## src/rtl/picc_frame_decoder.sv

```systemverilog
// ISO 14443-A card-to-reader receiver: slices envelope samples against a threshold,
// decodes Manchester bits (SOF, data+parity, EOF) and emits one AXI-Stream beat per byte.
module picc_frame_decoder #(
   parameter int C_S00_AXIS_TDATA_WIDTH = 32,
   parameter int C_M00_AXIS_TDATA_WIDTH = 32,
   parameter int SAMPLES_PER_BIT        = 8
) (
   input  logic                                s00_axis_aclk,
   input  logic                                s00_axis_aresetn,
   input  logic                                s00_axis_tvalid,
   input  logic [C_S00_AXIS_TDATA_WIDTH-1:0]   s00_axis_tdata,
   input  logic                                s00_axis_tlast,
   output logic                                s00_axis_tready,
   output logic                                m00_axis_tvalid,
   output logic [C_M00_AXIS_TDATA_WIDTH-1:0]   m00_axis_tdata,
   output logic                                m00_axis_tlast,
   output logic [C_M00_AXIS_TDATA_WIDTH/8-1:0] m00_axis_tstrb,
   input  logic                                m00_axis_tready,
   input  logic [15:0]                         threshold_in,
   output logic                                frame_active_out
);

   localparam int H   = SAMPLES_PER_BIT / 2;
   localparam int SCW = $clog2(SAMPLES_PER_BIT);
   localparam int HCW = $clog2(H + 1);
   localparam int RW  = 15;

   localparam logic [SCW-1:0] C_LAST_SAMP = SCW'(SAMPLES_PER_BIT - 1);
   localparam logic [SCW-1:0] C_HALF      = SCW'(H);
   localparam logic [HCW-1:0] C_HIGH_THR  = HCW'(H / 2);

   typedef enum logic [1:0] {IDLE, SOF, DATA, FLUSH} state_t;

   state_t         r_state, w_nextState;
   logic [SCW-1:0] r_sampCnt, w_nextSampCnt;
   logic [HCW-1:0] r_cntFirst, w_nextCntFirst;
   logic [HCW-1:0] r_cntSecond, w_nextCntSecond;
   logic [7:0]     r_shift, w_nextShift;
   logic [3:0]     r_bitCnt, w_nextBitCnt;
   logic           r_coll, w_nextColl;
   logic           r_holdValid, w_nextHoldValid;
   logic [RW-1:0]  r_holdRec, w_nextHoldRec;
   logic           r_mValid, w_nextMValid;
   logic [RW-1:0]  r_mData, w_nextMData;
   logic           r_mLast, w_nextMLast;
   logic           r_frameActive, w_nextFrameActive;

   logic [15:0]    w_sample;
   logic [15:0]    w_mag;
   logic           w_mod;
   logic           w_outFree;
   logic           w_sReady;
   logic           w_accept;
   logic           w_inFirst;
   logic           w_inSecond;
   logic           w_modFirst;
   logic           w_modSecond;
   logic           w_lastSamp;
   logic [HCW-1:0] w_cntFirst;
   logic [HCW-1:0] w_cntSecond;
   logic [SCW-1:0] w_stepSampCnt;
   logic [HCW-1:0] w_stepCntFirst;
   logic [HCW-1:0] w_stepCntSecond;
   logic           w_firstHigh;
   logic           w_secondHigh;
   logic           w_isEof;
   logic           w_isColl;
   logic           w_bit;
   logic [RW-1:0]  w_byteRec;
   logic [RW-1:0]  w_partRec;
   logic           w_unused;

   // Magnitude of the signed envelope sample; -32768 saturates so it still fits 15 bits.
   assign w_sample = s00_axis_tdata[15:0];
   assign w_mag    = !w_sample[15]         ? w_sample :
                     (w_sample == 16'h8000) ? 16'h7FFF : (~w_sample + 16'd1);
   assign w_mod    = (w_mag >= threshold_in);
   assign w_unused = ^s00_axis_tdata;

   assign w_outFree       = ~r_mValid | m00_axis_tready;
   assign w_sReady        = (r_state != FLUSH) & w_outFree;
   assign w_accept        = s00_axis_tvalid & w_sReady;
   assign s00_axis_tready = s00_axis_aresetn & w_sReady;

   assign w_inFirst   = (r_sampCnt < C_HALF);
   assign w_inSecond  = ~w_inFirst;
   assign w_modFirst  = w_inFirst & w_mod;
   assign w_modSecond = w_inSecond & w_mod;
   assign w_lastSamp  = (r_sampCnt == C_LAST_SAMP);
   assign w_cntFirst  = r_cntFirst + HCW'(w_modFirst);
   assign w_cntSecond = r_cntSecond + HCW'(w_modSecond);

   assign w_stepSampCnt   = w_lastSamp ? '0 : r_sampCnt + SCW'(1);
   assign w_stepCntFirst  = w_lastSamp ? '0 : w_cntFirst;
   assign w_stepCntSecond = w_lastSamp ? '0 : w_cntSecond;

   // A collision (both halves high) still decodes as a 1, only flagged.
   assign w_firstHigh  = (w_cntFirst > C_HIGH_THR);
   assign w_secondHigh = (w_cntSecond > C_HIGH_THR);
   assign w_isEof      = ~w_firstHigh & ~w_secondHigh;
   assign w_isColl     = w_firstHigh & w_secondHigh;
   assign w_bit        = w_firstHigh;

   assign w_byteRec = {r_coll | w_isColl, ~(^r_shift ^ w_bit), 1'b1, 4'd8, r_shift};
   assign w_partRec = {r_coll, 1'b0, 1'b0, r_bitCnt, r_shift};

   assign m00_axis_tvalid  = r_mValid;
   assign m00_axis_tdata   = C_M00_AXIS_TDATA_WIDTH'(r_mData);
   assign m00_axis_tlast   = r_mLast;
   assign m00_axis_tstrb   = {(C_M00_AXIS_TDATA_WIDTH/8){r_mValid}};
   assign frame_active_out = r_frameActive;

   always_comb begin
      w_nextState       = r_state;
      w_nextSampCnt     = r_sampCnt;
      w_nextCntFirst    = r_cntFirst;
      w_nextCntSecond   = r_cntSecond;
      w_nextShift       = r_shift;
      w_nextBitCnt      = r_bitCnt;
      w_nextColl        = r_coll;
      w_nextHoldValid   = r_holdValid;
      w_nextHoldRec     = r_holdRec;
      w_nextMValid      = r_mValid;
      w_nextMData       = r_mData;
      w_nextMLast       = r_mLast;
      w_nextFrameActive = r_frameActive;

      if (r_mValid && m00_axis_tready) begin
         w_nextMValid = 1'b0;
      end

      case (r_state)
         IDLE: begin
            if (w_accept && w_mod) begin
               w_nextState     = SOF;
               w_nextSampCnt   = SCW'(1);
               w_nextCntFirst  = HCW'(1);
               w_nextCntSecond = '0;
            end
         end

         SOF: begin
            if (w_accept) begin
               w_nextSampCnt   = w_stepSampCnt;
               w_nextCntFirst  = w_stepCntFirst;
               w_nextCntSecond = w_stepCntSecond;
               if (w_lastSamp) begin
                  if (w_firstHigh && !w_secondHigh) begin
                     w_nextState       = DATA;
                     w_nextFrameActive = 1'b1;
                     w_nextShift       = '0;
                     w_nextBitCnt      = '0;
                     w_nextColl        = 1'b0;
                     w_nextHoldValid   = 1'b0;
                  end else begin
                     w_nextState = IDLE;
                  end
               end
               if (s00_axis_tlast) begin
                  w_nextState       = IDLE;
                  w_nextFrameActive = 1'b0;
                  w_nextSampCnt     = '0;
                  w_nextCntFirst    = '0;
                  w_nextCntSecond   = '0;
               end
            end
         end

         DATA: begin
            if (w_accept) begin
               w_nextSampCnt   = w_stepSampCnt;
               w_nextCntFirst  = w_stepCntFirst;
               w_nextCntSecond = w_stepCntSecond;
               if (w_lastSamp) begin
                  if (w_isEof) begin
                     w_nextState = FLUSH;
                  end else if (r_bitCnt < 4'd8) begin
                     w_nextShift[r_bitCnt[2:0]] = w_bit;
                     w_nextBitCnt               = r_bitCnt + 4'd1;
                     w_nextColl                 = r_coll | w_isColl;
                  end else begin
                     // Accepting a sample guarantees the output slot is free this cycle.
                     if (r_holdValid) begin
                        w_nextMValid = 1'b1;
                        w_nextMData  = r_holdRec;
                        w_nextMLast  = 1'b0;
                     end
                     w_nextHoldRec   = w_byteRec;
                     w_nextHoldValid = 1'b1;
                     w_nextBitCnt    = '0;
                     w_nextShift     = '0;
                     w_nextColl      = 1'b0;
                  end
               end
               if (s00_axis_tlast) begin
                  w_nextState     = FLUSH;
                  w_nextSampCnt   = '0;
                  w_nextCntFirst  = '0;
                  w_nextCntSecond = '0;
               end
            end
         end

         FLUSH: begin
            if (w_outFree) begin
               if (r_holdValid) begin
                  w_nextMValid    = 1'b1;
                  w_nextMData     = r_holdRec;
                  w_nextMLast     = (r_bitCnt == 4'd0);
                  w_nextHoldValid = 1'b0;
               end else if (r_bitCnt != 4'd0) begin
                  w_nextMValid = 1'b1;
                  w_nextMData  = w_partRec;
                  w_nextMLast  = 1'b1;
                  w_nextBitCnt = '0;
               end else begin
                  w_nextState       = IDLE;
                  w_nextFrameActive = 1'b0;
                  w_nextShift       = '0;
                  w_nextColl        = 1'b0;
               end
            end
         end

         default: begin
            w_nextState = IDLE;
         end
      endcase
   end

   always_ff @(posedge s00_axis_aclk or negedge s00_axis_aresetn) begin
      if (!s00_axis_aresetn) begin
         r_state       <= IDLE;
         r_sampCnt     <= '0;
         r_cntFirst    <= '0;
         r_cntSecond   <= '0;
         r_shift       <= '0;
         r_bitCnt      <= '0;
         r_coll        <= 1'b0;
         r_holdValid   <= 1'b0;
         r_holdRec     <= '0;
         r_mValid      <= 1'b0;
         r_mData       <= '0;
         r_mLast       <= 1'b0;
         r_frameActive <= 1'b0;
      end else begin
         r_state       <= w_nextState;
         r_sampCnt     <= w_nextSampCnt;
         r_cntFirst    <= w_nextCntFirst;
         r_cntSecond   <= w_nextCntSecond;
         r_shift       <= w_nextShift;
         r_bitCnt      <= w_nextBitCnt;
         r_coll        <= w_nextColl;
         r_holdValid   <= w_nextHoldValid;
         r_holdRec     <= w_nextHoldRec;
         r_mValid      <= w_nextMValid;
         r_mData       <= w_nextMData;
         r_mLast       <= w_nextMLast;
         r_frameActive <= w_nextFrameActive;
      end
   end

endmodule
```

## config.mk

```make
export PLATFORM = sky130hd
export DESIGN_NAME = picc_frame_decoder
export DESIGN_NICKNAME = d
export VERILOG_FILES = /design/src/rtl/picc_frame_decoder.sv
export SDC_FILE = /design/constraint.sdc
export NUM_CORES = 1
export LEC_CHECK = 0
export CAP_MARGIN = 30
export CORE_MARGIN = 1
export CORE_UTILIZATION = 30
export CTS_CLUSTER_SIZE = 16
export DETAILED_ROUTE_END_ITERATION = 8
export GPL_TIMING_DRIVEN = 0
export PLACE_DENSITY = 0.53
export SLEW_MARGIN = 20
export SYNTH_ARGS = -nofsm -noshare
export SYNTH_HDL_FRONTEND = slang
export SYNTH_SLANG_ARGS = --single-unit
```

## constraint.sdc

```tcl
create_clock -name s00_axis_aclk -period 5.9 [get_ports s00_axis_aclk]
set_input_delay 1.18 -clock s00_axis_aclk [delete_from_list [all_inputs] [get_ports s00_axis_aclk]]
set_output_delay 1.18 -clock s00_axis_aclk [all_outputs]
set_load 0.1 [all_outputs]
```

==> results.tsv, run 1 <==
stage	metric	value	unit
floorplanning	die_x	116	µm
final_layout	antennaDiodeCount	0	
worst_hold_path	hold_start	r_holdRec[14]$_DFFE_PN0P_	
power_and_ir_drop	pwr-share-comb	0.581	
floorplanning	rows	41	
floorplanning	die-area	13500	µm²
synthesis	syn_avg_cell_area	8.70	µm²
clock_tree	insertion_delay	300	ps
synthesis	ys_ff_latch	54	
synthesis	synthMuxAreaShare	0.0597	
synthesis	synth_area	3900	µm²
worst_setup_path	crit_slowest_cell	or4_4	
synthesis	synth_cell_types	56	
detailed_routing	drt_wl_total	9.44	mm
detailed_routing	vias	3553	
floorplanning	io_pins	93	
worst_setup_path	cp.arrival	5980	ps
timing	fin_hold_ws	477	ps
detailed_routing	dr.pass1.iters	4	
final_layout	num-fill-cells	1270	
timing	worst_pin_slew	970	ps
global_routing	grt_start_max_net_pins	56	
clock_tree	root_buffer	clkbuf_16	
final_layout	layout.nets	644	
worst_setup_path	cp-start-kind	input pin	
final_layout	syn_to_final_growth	40.6	%
timing	max_slew_margin	0.351	
power_and_ir_drop	p_int	1.05	mW
clock_tree	cts.path.max_buffers	2	
power_and_ir_drop	power_frac_seq	0.251	
place	dp_cells	695	
synthesis	synth_xor_area_frac	0.0382	
global_routing	antenna_found_initial	0	
timing	layout_worst_path_cycle_share	0.983	
timing	fin_skew	7.10	ps
detailed_routing	drc	0	
worst_setup_path	crit_fanout	4	
global_routing	grt_pass1_wl	15.7	mm
synthesis	async_reset_ff_frac	1.00	
worst_setup_path	critPathRequiredTime	6080	ps
power_and_ir_drop	power_frac_clock	0.168	
place	portBuffers	59	
worst_hold_path	hp-class	reg -> reg	
timing	timing.fmax	173	MHz
worst_setup_path	crit_type	in -> reg	
clock_tree	cts_sinks	54	
power_and_ir_drop	ir_drop	133	µV
synthesis	yosysSeqAreaShare	0.347	
final_layout	final_cells	734	
global_routing	grt_usage	0.145	
place	place_congestion	0.851	
timing	setup_viol	0	
timing	rsz0062_at_grt	yes	
timing	min_period	5800	ps
detailed_routing	vias_per_cell	4.84	
synthesis	synthAdderAreaFrac	0.0963	
timing	timing.final.ws_setup	103	ps
worst_setup_path	startpoint	s00_axis_tdata[3]	
final_layout	drive_gt1_frac	0.238	
power_and_ir_drop	power	2.04	mW
global_routing	overflow	0	
power_and_ir_drop	p_leak	2.58	nW
final_layout	final_area	5480	µm²
synthesis	synth-edff-count	0	
power_and_ir_drop	switching_share	0.485	
synthesis	synth_top_family_by_area	compound AO/OA/AOI/OAI gates	
timing	drv_slew	0	
detailed_routing	ant_nets	0	
clock_tree	cts.clk_slew.worst_paths	70	ps
place	postPlaceCellArea	4780	µm²
synthesis	synth_warnings	0	
worst_setup_path	reg2reg_from	r_bitCnt[1]$_DFFE_PN0P_	
floorplanning	start_util	0.309	
timing	fin_tns_setup	0	ps
clock_tree	htree_levels	2	
detailed_routing	dr.first_iter.drc_count	187	
final_layout	layout_common_cells	dfrtp_1 (54), clkdlybuf4s50_1 (54), buf_4 (49)	
synthesis	synth-compound-area-share	0.202	
synthesis	netlist_instances	448	
final_layout	finish.utilization	0.434	
worst_setup_path	end_kind	flip-flop	
clock_tree	cts_tree	done	
worst_setup_path	cpPeakStageDelay	530	ps
place	dpl.hpwl	6.96	mm
power_and_ir_drop	power_density	372	nW/µm²
synthesis	synth-simple-area-share	0.165	
floorplanning	core_area	12600	µm²
worst_setup_path	crit_path_cell_trace	buf_8, or4_4, or4_4, or3b_4, o31a_1, nor3_2, a21oi_1, ha_1, nand4_1, nor3_4, buf_4, a22oi_2, a31oi_2, ha_2, ha_4, and2_4, o21ba_4, o21ba_4, or2_4, buf_6, nand4_1, buf_4, o21ai_2	
detailed_routing	wire_per_inst	12.9	µm
place	dpl_worst_slack	-1320	ps
synthesis	synth_ff_type	dfrtp_1	
power_and_ir_drop	p_sw	988	µW
clock_tree	cts_buffers	5	
floorplanning	die_h	116	µm
global_routing	first_global_vias	3341	
run	maxCapViolCount	0	
timing	hold_violations	0	
status	status	completed	
[metal layers]
metal,GRT usage,up-vias,wire (µm)
met1,0.179,1676,4250
met4,0.0410,0,113
met3,0.0194,8,306
li1,-,1787,-
met5,0,-,0
met2,0.263,82,4780
[synthesized netlist by cell type, types with 6 or more instances]
library cell,count,area (µm²)
dfrtp_1,54,1350
nand2_1,46,173
o21ai_0,42,210
inv_1,31,116
ha_1,30,375
nor2_1,24,90.1
buf_4,21,158
clkbuf_1,20,75.1
a21oi_1,18,90.1
a31oi_1,13,81.3
mux2i_1,12,120
mux2_2,10,113
nor3_1,10,50.1
o31ai_1,9,67.6
xor2_1,9,78.8
xnor2_1,8,70.1
and3_1,7,43.8
nand3_1,6,30.0
nand4_1,6,37.5
[power groups by stage]
stage	Combinational, mW	Sequential [mW]	Clock, mW
after detailed placement	1.04	0.515	0
after global routing	1.27	0.524	0.369
final	1.18	0.513	0.342
after floorplan	0.447	0.867	0
after CTS	1.14	0.511	0.353
after global placement	1.04	0.511	0
[flip-flops by register name (all words and copies together), names as in the netlist, named ones only]
name              flops
r_coll                1
r_mData              15
m00_axis_tlast        1
frame_active_out      1
r_state               1
r_holdValid           1
r_cntSecond           3
r_shift               8
r_cntFirst            3
r_holdRec            11
r_bitCnt              4
r_sampCnt             3
m00_axis_tvalid       1
[cell type report]
cell class,count,area (µm²),area share
multi-input combinational,337,2480,0.452
sequential,54,1350,0.247
timing repair buffer,93,868,0.158
buffer,39,280,0.0511
tap,172,215,0.0393
clock buffer,5,125,0.0228
inverter,31,116,0.0212
clock inverter,3,47.5,0.00867
[final timing paths]
| check | end | slack (ps) | cells after the start |
|---|---|---|---|
| hold reg to reg | r_holdRec[14]$_DFFE_PN0P_ | 480 | 2 |
| hold / removal | r_holdRec[14]$_DFFE_PN0P_ | 480 | 2 |
| max in group asynchronous | frame_active_out$_DFFE_PN0P_ | 4500 | 1 |
| min in group asynchronous | r_mData[4]$_DFFE_PN0P_ | 920 | 1 |
| setup / recovery | r_shift[1]$_DFFE_PN0P_ | 100 | 23 |
| setup reg to reg | flip-flop | 2890 | 9 |
[timing repair]
item	CTS	global route
setup buffers	21	12
cloned	1	0
pin swaps	36	17
setup endpoints to repair	45	44
hold buffers	0	0
resized for setup	79	15
[worst max-delay path: cells and delay by family]
family | cells | cell delay, ps
fa+ha+maj | 3 | 720
simple gates | 9 | 2470
buf+inv | 4 | 510
compound gates | 7 | 1100
[cells by family after synthesis]
group                    after synthesis
adder cells (fa/ha/maj)               30
buffers and inverters                 73
AND/OR/NAND/NOR                      129
multiplexers                          22
flip-flops                            54
AO/OA/AOI/OAI                        122
XOR/XNOR                              17
other                                  1
Power figures use the tool's default switching activity.
==> run 2: changes to the inputs <==
Settings changed: HOLD_SLACK_MARGIN set to 0.15.
==> results of run 2 <==
The final DEF is identical to that of run 1; final timing and power are the same.
==> run 3: changes to the inputs <==
Settings changed: CORE_MARGIN 1 to 10, REMOVE_ABC_BUFFERS set to 1.
==> run 3 against run 2 <==
Against the previous run: sequential share of layout area grew 1.5 points; core utilization shrank 2.7 points; critical path type unchanged; global-route usage shrank 4.0 points; largest cell class unchanged.
==> results.tsv, run 3 (synthesis results as in run 1) <==
stage	metric	value	unit	change
worst_setup_path	end_kind	flip-flop		
floorplanning	start_util	0.308		-0.00125
timing	worst_pin_slew	1020	ps	+47.3 ps
clock_tree	cts_tree	done		
clock_tree	htree_levels	2		unchanged
power_and_ir_drop	p_int	985	µW	-6.4%
floorplanning	die-area	18000	µm²	+33%
final_layout	largest_register	r_mData		
worst_setup_path	cp-start-kind	input pin		
global_routing	grt_usage	0.106		-0.0396
global_routing	grt_start_max_net_pins	56		unchanged
global_routing	overflow	0		unchanged
clock_tree	cts_buffers	5		unchanged
clock_tree	cts_sinks	54		unchanged
power_and_ir_drop	ir_drop	142	µV	+6.6%
worst_hold_path	hold_depth	2		unchanged
worst_hold_path	holdPathEnd	r_holdRec[14]$_DFFE_PN0P_		
timing	setup_viol	0		unchanged
run	maxCapViolCount	0		unchanged
final_layout	final_cells	685		-6.7%
detailed_routing	vias_per_cell	4.98		+2.8%
detailed_routing	wire_per_inst	14.4	µm	+12%
floorplanning	die_x	134	µm	+16%
place	portBuffers	59		unchanged
worst_setup_path	reg2reg_from	r_bitCnt[0]$_DFFE_PN0P_		
worst_hold_path	hold_start	r_holdRec[14]$_DFFE_PN0P_		
timing	hold_violations	0		unchanged
power_and_ir_drop	power_frac_clock	0.152		-0.016
final_layout	layout.nets	595		-7.6%
final_layout	regArea	1350	µm²	unchanged
final_layout	syn_to_final_growth	32.4	%	
place	dp_cells	654		-5.9%
clock_tree	root_buffer	clkbuf_16		
place	dpl.hpwl	7.26	mm	+4.3%
timing	max_slew_margin	0.322		-0.0295
place	place_congestion	0.851		about the same
power_and_ir_drop	p_sw	988	µW	about the same
final_layout	drive_gt1_frac	0.189		-0.0494
final_layout	final_common_cell	dfrtp_1		
timing	fin_tns_setup	0	ps	unchanged
power_and_ir_drop	switching_share	0.501		+0.0163
global_routing	grt_pass1_wl	16.3	mm	+3.6%
worst_hold_path	hp-class	reg -> reg		
final_layout	reg_top3	r_mData x15, r_holdRec x11, r_shift x8		
clock_tree	insertion_delay	290	ps	about the same
final_layout	layout_common_cells	dfrtp_1 (54), clkdlybuf4s50_1 (53), nand2_1 (42)		
floorplanning	io_pins	93		unchanged
power_and_ir_drop	pwr-share-comb	0.585		+0.004
global_routing	antenna_found_initial	0		unchanged
worst_setup_path	critPathRequiredTime	6080	ps	about the same
detailed_routing	dr.pass1.iters	4		unchanged
power_and_ir_drop	p_leak	2.34	nW	-9.5%
final_layout	num-fill-cells	1268		-0.16%
timing	rsz0062_at_grt	yes		
timing	drv_slew	0		unchanged
worst_setup_path	crit_type	in -> reg		
detailed_routing	drc	0		unchanged
power_and_ir_drop	power_density	382	nW/µm²	+2.7%
global_routing	first_global_vias	3451		+3.3%
final_layout	finish.utilization	0.407		-0.0270
status	status	completed		
detailed_routing	dr.first_iter.drc_count	153		-18%
floorplanning	die_h	134	µm	+16%
final_layout	largest_reg_flops	15		unchanged
timing	fin_skew	7.75	ps	+0.650 ps
timing	layout_worst_path_cycle_share	0.985		+0.00236
detailed_routing	vias	3408		-4.1%
power_and_ir_drop	power	1.97	mW	-3.3%
worst_setup_path	r2r_cells	8		-1
worst_setup_path	crit_fanout	4		unchanged
detailed_routing	ant_nets	0		unchanged
floorplanning	rows	41		unchanged
final_layout	multi_input_area	2510	µm²	+1.5%
floorplanning	core_area	12700	µm²	+0.41%
worst_setup_path	reg2reg_slack	3100	ps	+210 ps
timing	min_period	5810	ps	+13.9 ps
power_and_ir_drop	power_frac_seq	0.264		+0.013
final_layout	antennaDiodeCount	0		unchanged
worst_setup_path	cp.arrival	5990	ps	about the same
clock_tree	cts.clk_slew.worst_paths	70	ps	about the same
clock_tree	cts.path.max_buffers	2		unchanged
detailed_routing	drt_wl_total	9.85	mm	+4.3%
timing	timing.fmax	172	MHz	-0.24%
run 3: cell count changes in the layout (fill, tap and decap cells not counted), moves of 3 or more:
cell,delta
o21ai_0,+6
nand2_2,-3
buf_4,-29
o21ai_1,-3
buf_6,-3
o21ai_2,-3
clkbuf_1,-13
run 3: area by class of cell:
type / instances / area share
Multi-Input combinational cell: 337 / 0.487
Tap cell: 172 / 0.0417
Sequential cell: 54 / 0.262
Clock buffer: 5 / 0.0242
Inverter: 31 / 0.0225
Timing Repair Buffer: 83 / 0.158
Clock inverter: 3 / 0.00461
run 3: timing repair:
action,4_1_cts,5_1_grt
setup buffers,14,8
endpoints found under the setup margin,45,44
pin swaps,22,24
resized for setup,50,31
gates cloned,1,1
hold buffers,0,0
run 3: worst max-delay path by stage:
stage / startpoint / end / slack [ps]
after floorplan: s00_axis_tdata[5] / r_mData[0]$_DFFE_PN0P_ / -440
after global placement: s00_axis_tdata[3] / r_mData[2]$_DFFE_PN0P_ / -2010
after detailed placement: s00_axis_tdata[3] / r_mData[9]$_DFFE_PN0P_ / -1300
after CTS: s00_axis_tdata[4] / r_bitCnt[3]$_DFFE_PN0P_ / -40
after global routing: s00_axis_tdata[4] / r_shift[0]$_DFFE_PN0P_ / -70
final: s00_axis_tdata[4] / r_bitCnt[3]$_DFFE_PN0P_ / 90
run 3: power groups by stage:
stage	Sequential [mW]	Combinational (mW)	Clock (mW)
3_5_place_dp	0.521	1.02	0
3_3_place_gp	0.518	1.01	0
2_1_floorplan	0.878	0.405	0
4_1_cts	0.518	1.10	0.311
6_report	0.520	1.15	0.299
5_1_grt	0.534	1.24	0.324
run 3: worst max-delay path, stage by stage:
cell      delay (ps)
buf_6             90
or4_4            530
or4_4            430
or3b_4           420
o31a_1           280
nor3_2           140
a21oi_2           50
ha_1             290
nand4_1          160
nor3_2           270
buf_4            150
o311ai_4         120
a31oi_4          240
ha_4             160
ha_4             200
and2_4           160
o21ba_4          190
o21ba_4          210
or2_4            230
and3_4           170
mux2_4           290
run 3: per-layer routing:
metal | GRT usage | vias up | routed length, µm
met4 | 0.0278 | 0 | 126
met5 | 0 | - | 0
met3 | 0.0224 | 7 | 456
met1 | 0.123 | 1649 | 4340
li1 | - | 1676 | -
met2 | 0.191 | 76 | 4930
run 3: per-stage QoR:
step | hold slack, ps | setup slack (ps) | area, µm²
detailed placement | 456 | -1300 | 4540
floorplan | 438 | -439 | 3720
global route | 509 | -66.1 | 5160
finish | 465 | 89.1 | 5160
CTS | 473 | -37.8 | 4970
global placement | 453 | -2010 | 4530
